**config.mk**
```make
export PLATFORM = sky130hd
export DESIGN_NAME = ahb_input_stage
export DESIGN_NICKNAME = d
export VERILOG_FILES = /design/src/rtl/ahb_bm_pkg.sv /design/src/rtl/ahb_is_hold_reg.sv /design/src/rtl/ahb_input_stage.sv
export SDC_FILE = /design/constraint.sdc
export NUM_CORES = 1
export LEC_CHECK = 0
export CORE_MARGIN = 2
export CORE_UTILIZATION = 43
export DETAILED_ROUTE_END_ITERATION = 8
export GPL_ROUTABILITY_DRIVEN = 0
export MAX_ROUTING_LAYER = met4
export PLACE_DENSITY = 0.86
export SYNTH_ARGS = -nofsm -noshare
export SYNTH_HDL_FRONTEND = slang
export SYNTH_SLANG_ARGS = --single-unit
```
**constraint.sdc**
```tcl
create_clock -name HCLK -period 1.8 [get_ports HCLK]
set_input_delay 0.36 -clock HCLK [delete_from_list [all_inputs] [get_ports HCLK]]
set_output_delay 0.36 -clock HCLK [all_outputs]
set_load 0.05 [all_outputs]
```
**src/rtl/ahb_bm_pkg.sv**
```systemverilog
// ahb_bm_pkg: shared AHB bus-matrix encodings and the captured address-phase record.
package ahb_bm_pkg;
  typedef enum logic [1:0] {
    TRANS_IDLE   = 2'b00,
    TRANS_BUSY   = 2'b01,
    TRANS_NONSEQ = 2'b10,
    TRANS_SEQ    = 2'b11
  } htrans_e;
  typedef enum logic {
    RESP_OKAY  = 1'b0,
    RESP_ERROR = 1'b1
  } hresp_e;
  typedef struct packed {
    logic [31:0] addr;
    logic [31:0] auser;
    htrans_e     trans;
    logic        write;
    logic [2:0]  size;
    logic [2:0]  burst;
    logic [3:0]  prot;
    logic [3:0]  master;
    logic        mastlock;
  } ahb_ctrl_t;
endpackage

```
**src/rtl/ahb_is_hold_reg.sv**
```systemverilog
// ahb_is_hold_reg: address/control holding register with load enable; resets to an IDLE transfer.
module ahb_is_hold_reg
  import ahb_bm_pkg::*;
(
  input  logic      HCLK,
  input  logic      HRESETn,
  input  logic      load,
  input  ahb_ctrl_t d,
  output ahb_ctrl_t q
);
  always_ff @(posedge HCLK or negedge HRESETn)
    if (!HRESETn) q <= '0;
    else if (load) q <= d;
endmodule

```
**src/rtl/ahb_input_stage.sv**
```systemverilog
// ahb_input_stage: master-side bus-matrix stage; holds unaccepted address phases and stretches HREADYOUTS.
// Define AHB_INPUT_STAGE_ERR_CANCEL_EN to drop a pending transfer when the master goes IDLE in the first ERROR cycle.
module ahb_input_stage
  import ahb_bm_pkg::*;
(
  input  logic        HCLK,
  input  logic        HRESETn,
  input  logic        HSELS,
  input  logic [31:0] HADDRS,
  input  logic [31:0] HAUSERS,
  input  logic [1:0]  HTRANSS,
  input  logic        HWRITES,
  input  logic [2:0]  HSIZES,
  input  logic [2:0]  HBURSTS,
  input  logic [3:0]  HPROTS,
  input  logic [3:0]  HMASTERS,
  input  logic        HMASTLOCKS,
  input  logic        HREADYS,
  input  logic        active_ip,
  input  logic        ready_ip,
  input  logic        readyout_ip,
  input  logic        resp_ip,
  output logic        sel_ip,
  output logic [31:0] addr_ip,
  output logic [31:0] auser_ip,
  output logic [1:0]  trans_ip,
  output logic        write_ip,
  output logic [2:0]  size_ip,
  output logic [2:0]  burst_ip,
  output logic [3:0]  prot_ip,
  output logic [3:0]  master_ip,
  output logic        mastlock_ip,
  output logic        held_tran_ip,
  output logic        HREADYOUTS,
  output logic        HRESPS
);
  ahb_ctrl_t live, hold_q, fwd;
  logic pend_tran, data_phase, new_tran, accept, cancel;
  assign live = '{addr: HADDRS, auser: HAUSERS, trans: htrans_e'(HTRANSS), write: HWRITES,
                  size: HSIZES, burst: HBURSTS, prot: HPROTS, master: HMASTERS, mastlock: HMASTLOCKS};
  ahb_is_hold_reg u_hold (
    .HCLK    (HCLK),
    .HRESETn (HRESETn),
    .load    (HREADYS),
    .d       (live),
    .q       (hold_q)
  );
  assign new_tran     = HSELS & HTRANSS[1] & HREADYS;
  assign held_tran_ip = pend_tran | (HSELS & HTRANSS[1]);
  assign accept       = held_tran_ip & active_ip & ready_ip;
`ifdef AHB_INPUT_STAGE_ERR_CANCEL_EN
  assign cancel = data_phase & resp_ip & ~readyout_ip & (htrans_e'(HTRANSS) == TRANS_IDLE);
`else
  assign cancel = 1'b0;
`endif
  always_ff @(posedge HCLK or negedge HRESETn)
    if (!HRESETn) begin
      pend_tran  <= 1'b0;
      data_phase <= 1'b0;
    end else begin
      pend_tran  <= (accept | cancel) ? 1'b0 : new_tran ? 1'b1 : pend_tran;
      data_phase <= accept ? 1'b1 : (data_phase & readyout_ip) ? 1'b0 : data_phase;
    end
  assign fwd         = pend_tran ? hold_q : live;
  assign sel_ip      = pend_tran | HSELS;
  assign addr_ip     = fwd.addr;
  assign auser_ip    = fwd.auser;
  assign trans_ip    = fwd.trans;
  assign write_ip    = fwd.write;
  assign size_ip     = fwd.size;
  assign burst_ip    = fwd.burst;
  assign prot_ip     = fwd.prot;
  assign master_ip   = fwd.master;
  assign mastlock_ip = fwd.mastlock;
  assign HREADYOUTS  = pend_tran ? 1'b0 : data_phase ? readyout_ip : 1'b1;
  assign HRESPS      = data_phase ? resp_ip : RESP_OKAY;
endmodule

```
Yosys cells after proc, flatten, opt, wreduce, memory -nomap -nowiden:

Cells that the tools add are included.

* register bits: 84
* output and inout bits: 86

* mux-type cells: 8
* bitwise operators: 7
* reduce and logical (&&, ||, !) cells: 2

Operator list (number)
* $mux W82: 1
* $mux W1: 7
* $and A1 B1 Y1: 5
* $reduce_bool A2 Y1: 2
* $or A1 B1 Y1: 2

Depth between registers and ports, before layout:

* word-level depth: 5
* mapped depth: 5

By module:

Synthesis repeated with hierarchy kept, for this count alone.

* cells, all modules: 277
* area, all modules: 4717.0 um^2

Modules (own cells, without submodules)
* ahb_is_hold_reg: times used 1, cells an instance 173, area an instance 3447.1 um^2, sequential area each 2052.0 um^2
* ahb_input_stage: times used 1, cells an instance 104, area an instance 1270.0 um^2, sequential area each 50.0 um^2

Worst setup path after synthesis:

No wires, ideal clock.

* path kind: register to output
* start: register pend_tran
* end: output port HREADYOUTS
* data arrival time: 1.511 ns
* slack: -0.071 ns
* stages on the path, launching flop included: 5
* cell sequence: dfrtp_1 -> clkbuf_2 -> buf_6 -> buf_6 -> a21oi_1

* cells in the longest elaborated chain, start to end: 1

RTL lines
* start: declaration: line ahb_input_stage.sv:38 `logic pend_tran, data_phase, new_tran, accept, cancel;`
* start signal: assignment: line ahb_input_stage.sv:61 `pend_tran <= (accept | cancel) ? 1'b0 : new_tran ? 1'b1 : pend_tran;`
* $mux W1: line ahb_input_stage.sv:75 `assign HREADYOUTS = pend_tran ? 1'b0 : data_phase ? readyout_ip : 1'b1;`
* end: declaration: line ahb_input_stage.sv:34 `output logic HREADYOUTS,`

No other way between the ends.

Worst setup path after layout:

* start: register pend_tran
* end: output port auser_ip[18]

* cells in the longest elaborated chain, start to end: 1

RTL lines
* $mux W82: line ahb_input_stage.sv:64 `assign fwd = pend_tran ? hold_q : live;`
* end: declaration: line ahb_input_stage.sv:25 `output logic [31:0] auser_ip,`

No other way between the ends.

==> metrics.cfg <==
[yosys]
synth.most_common_cell=mux2_2
synth_area_um2=4280
async_flop_share_pct=100
avgSynthCellArea_um2=15.6
synthDistinctLibCells=14
synth_compound_area_share_pct=0.789
netlist_instances=275
yosys.area_share.simple_pct=0.292
synth_nets=365
synth.area.mux_share_pct=46.4
ys_warn_count=0
synth_top_area_share_pct=49.1
synth_fa_ha_area_share_pct=0
synth_edf_count=0
synth-xor-area-share_pct=0
synthTopCellsByArea=dfrtp_1 49%, mux2_2 33%, mux2_4 13%, buf_6 1.3%, buf_4 1.2%
yosysTopAreaCell=dfrtp_1
synth_commonest_cells=127 x mux2_2, 84 x dfrtp_1, 37 x mux2_4
yosys_register_bits=84
synth_top_family_by_area=multiplexers
ys_seq_area_share_pct=49.1
ys.flop_type=dfrtp_1

[setup_path]
crit_path_start_kind=flip-flop
cp.required_ns=1.44
crit_fanout=6
crit_arrival_ns=1.63
crit_type=reg2out
reg2reg_depth=6
crit_path_end_kind=output pin

[flow_run]
maxCapViolations=0

[detailed_routing]
vias=3024
drt-wirelength-per-cell_um=18.1
routed_via_density=5.02
drc=0
wl_um=10900
drtAntennaViolNets=0
first_pass_iters=4
first_iter_violations=57

[clock_tree]
worstSkewPairLatency_ns=0.34
cts_buffers=9
clock-sinks=84
cts_root_buf=clkbuf_8
clock_path_buffers=2
cts_tree=built
clkTransAtPathRegs_ns=0.10
h-tree-depth=3

[grt]
gr-total-overflow=0
grt_max_degree=41
track_usage_pct=20.1
grt_pass1_wl_um=16900
antenna_found_initial=0
grt_pass1_vias=3338

[timing]
slew_headroom_pct=68.2
period_minus_slack_ns=1.99
grt_setup_unrepaired=yes
post-route-period-util_pct=111
hold_viol_final=0
timing.fmax_ghz=0.503
drv_slew=0
finClkSkew_ns=0.00654
setup_viol=85
postLayoutSetupSlackWorst_ns=-0.190
tightest_slew_ns=0.477

[floorplanning]
coreArea_um2=9730
ios=176
rows=36
die_area_um2=10800
dieHeight_um=104
start_util_pct=44.0
die_x_um=104

[final_layout]
multiInputGateArea_um2=2050
fill_cells=641
antennaDiodeCount=0
design_area_um2=7020
drive_gt1_share_pct=62.3
seq_area_um2=2110
area_delta_synth_final_pct=63.9
fin_nets=554

[power]
power.total_uw=6310
ir_worst_vdd_mv=0.579
power_density_nw_per_um2=899
p_leak_uw=0.00304

[placement]
placed_area_um2=6290
pre_cts_ws_ns=0.0606
port_buffers=175
hpwlAfterDp_um=7290

[hold_path]
min_path_type=in2reg
hold_depth=2

[outcome]
failed_checks=setup timing
status=complete, but fails checks

[what timing repair did]
action,in CTS,in global routing
endpoints found under the setup margin,85,85
gates resized for setup,72,6
endpoints found under the hold margin,32,0
hold buffers,1,0
gates cloned,4,3
setup buffers,3,2
pin swaps,1,0
[sequential cells by signal, indices dropped and copies added, names as in the netlist]
register,count
u_hold.q,82
pend_tran,1
data_phase,1
[cell type report]
class | instances | area share [%]
inverter | 1 | 0.0535
clock inverter | 7 | 1.05
clock buffer | 9 | 1.76
multi-input combinational | 171 | 29.2
timing repair buffer | 197 | 35.6
tap | 133 | 2.37
sequential | 84 | 30.0
[critical path: stages (launching register included)]
cell and delay, ns:
dfrtp_4 0.51, buf_12 0.16, clkbuf_16 0.16, mux2_4 0.31
buf_8 0.15
[through the flow]
step                TNS, ns  utilization (%)  instances  hold slack (ns)
floorplan                 0                -        275           0.0644
global route         -17.73             72.1        602            0.434
detailed placement        0             64.6        573            0.346
global placement          0             64.6        573            0.344
CTS                  -16.27             71.1        597            0.414
finish               -13.85             72.1        602            0.429
[logic make-up (layout without fill, tap and decap cells)]
logic type / count (synthesis) / in the layout
multiplexers: 164 / 164
buffers and inverters: 20 / 214
AND/OR/NAND/NOR: 2 / 2
flip-flops: 84 / 84
AO/OA/AOI/OAI: 5 / 5
[cell usage in the layout, fill, tap and decap left out, types with 2 or more instances in the layout]
cell type | Yosys | routed
mux2_2 | 127 | 126
clkdlybuf4s50_1 | 0 | 87
dfrtp_1 | 84 | 83
buf_6 | 5 | 59
mux2_4 | 37 | 38
buf_12 | 0 | 29
clkbuf_8 | 0 | 9
buf_16 | 0 | 7
buf_4 | 7 | 7
buf_8 | 0 | 5
inv_6 | 0 | 3
clkinv_2 | 0 | 2
clkbuf_16 | 0 | 2
[power by group]
part / switching [uW] / internal, uW
Clock: 715 / 652
Sequential: 102 / 2080
Combinational: 1400 / 1370
Total: 2220 / 4090
[final timing paths]
kind | to | start | slack (ns)
setup / recovery | auser_ip[18] | pend_tran$_DFFE_PN0P_ | -0.19
hold / removal | u_hold.q[18]$_DFFE_PN0P_ | HREADYS | 0.43
setup reg to reg | data_phase$_DFFE_PN0P_ | pend_tran$_DFFE_PN0P_ | 0.17
min in group asynchronous | u_hold.q[75]$_DFFE_PN0P_ | HRESETn | 0.52
hold reg to reg | u_hold.q[11]$_DFFE_PN0P_ | u_hold.q[11]$_DFFE_PN0P_ | 0.51
max in group asynchronous | u_hold.q[71]$_DFFE_PN0P_ | HRESETn | 0.70
[per-layer routing]
| metal | vias to the layer above | GRT usage [%] | share of wire [%] |
|---|---|---|---|
| li1 | 1380 | - | - |
| met1 | 1523 | 23.5 | 39 |
| met2 | 110 | 35.9 | 55 |
| met3 | 11 | 3.71 | 4.7 |
| met4 | 0 | 5.21 | 1.0 |
| met5 | - | - | 0 |
(Power assumes the default switching activity.)
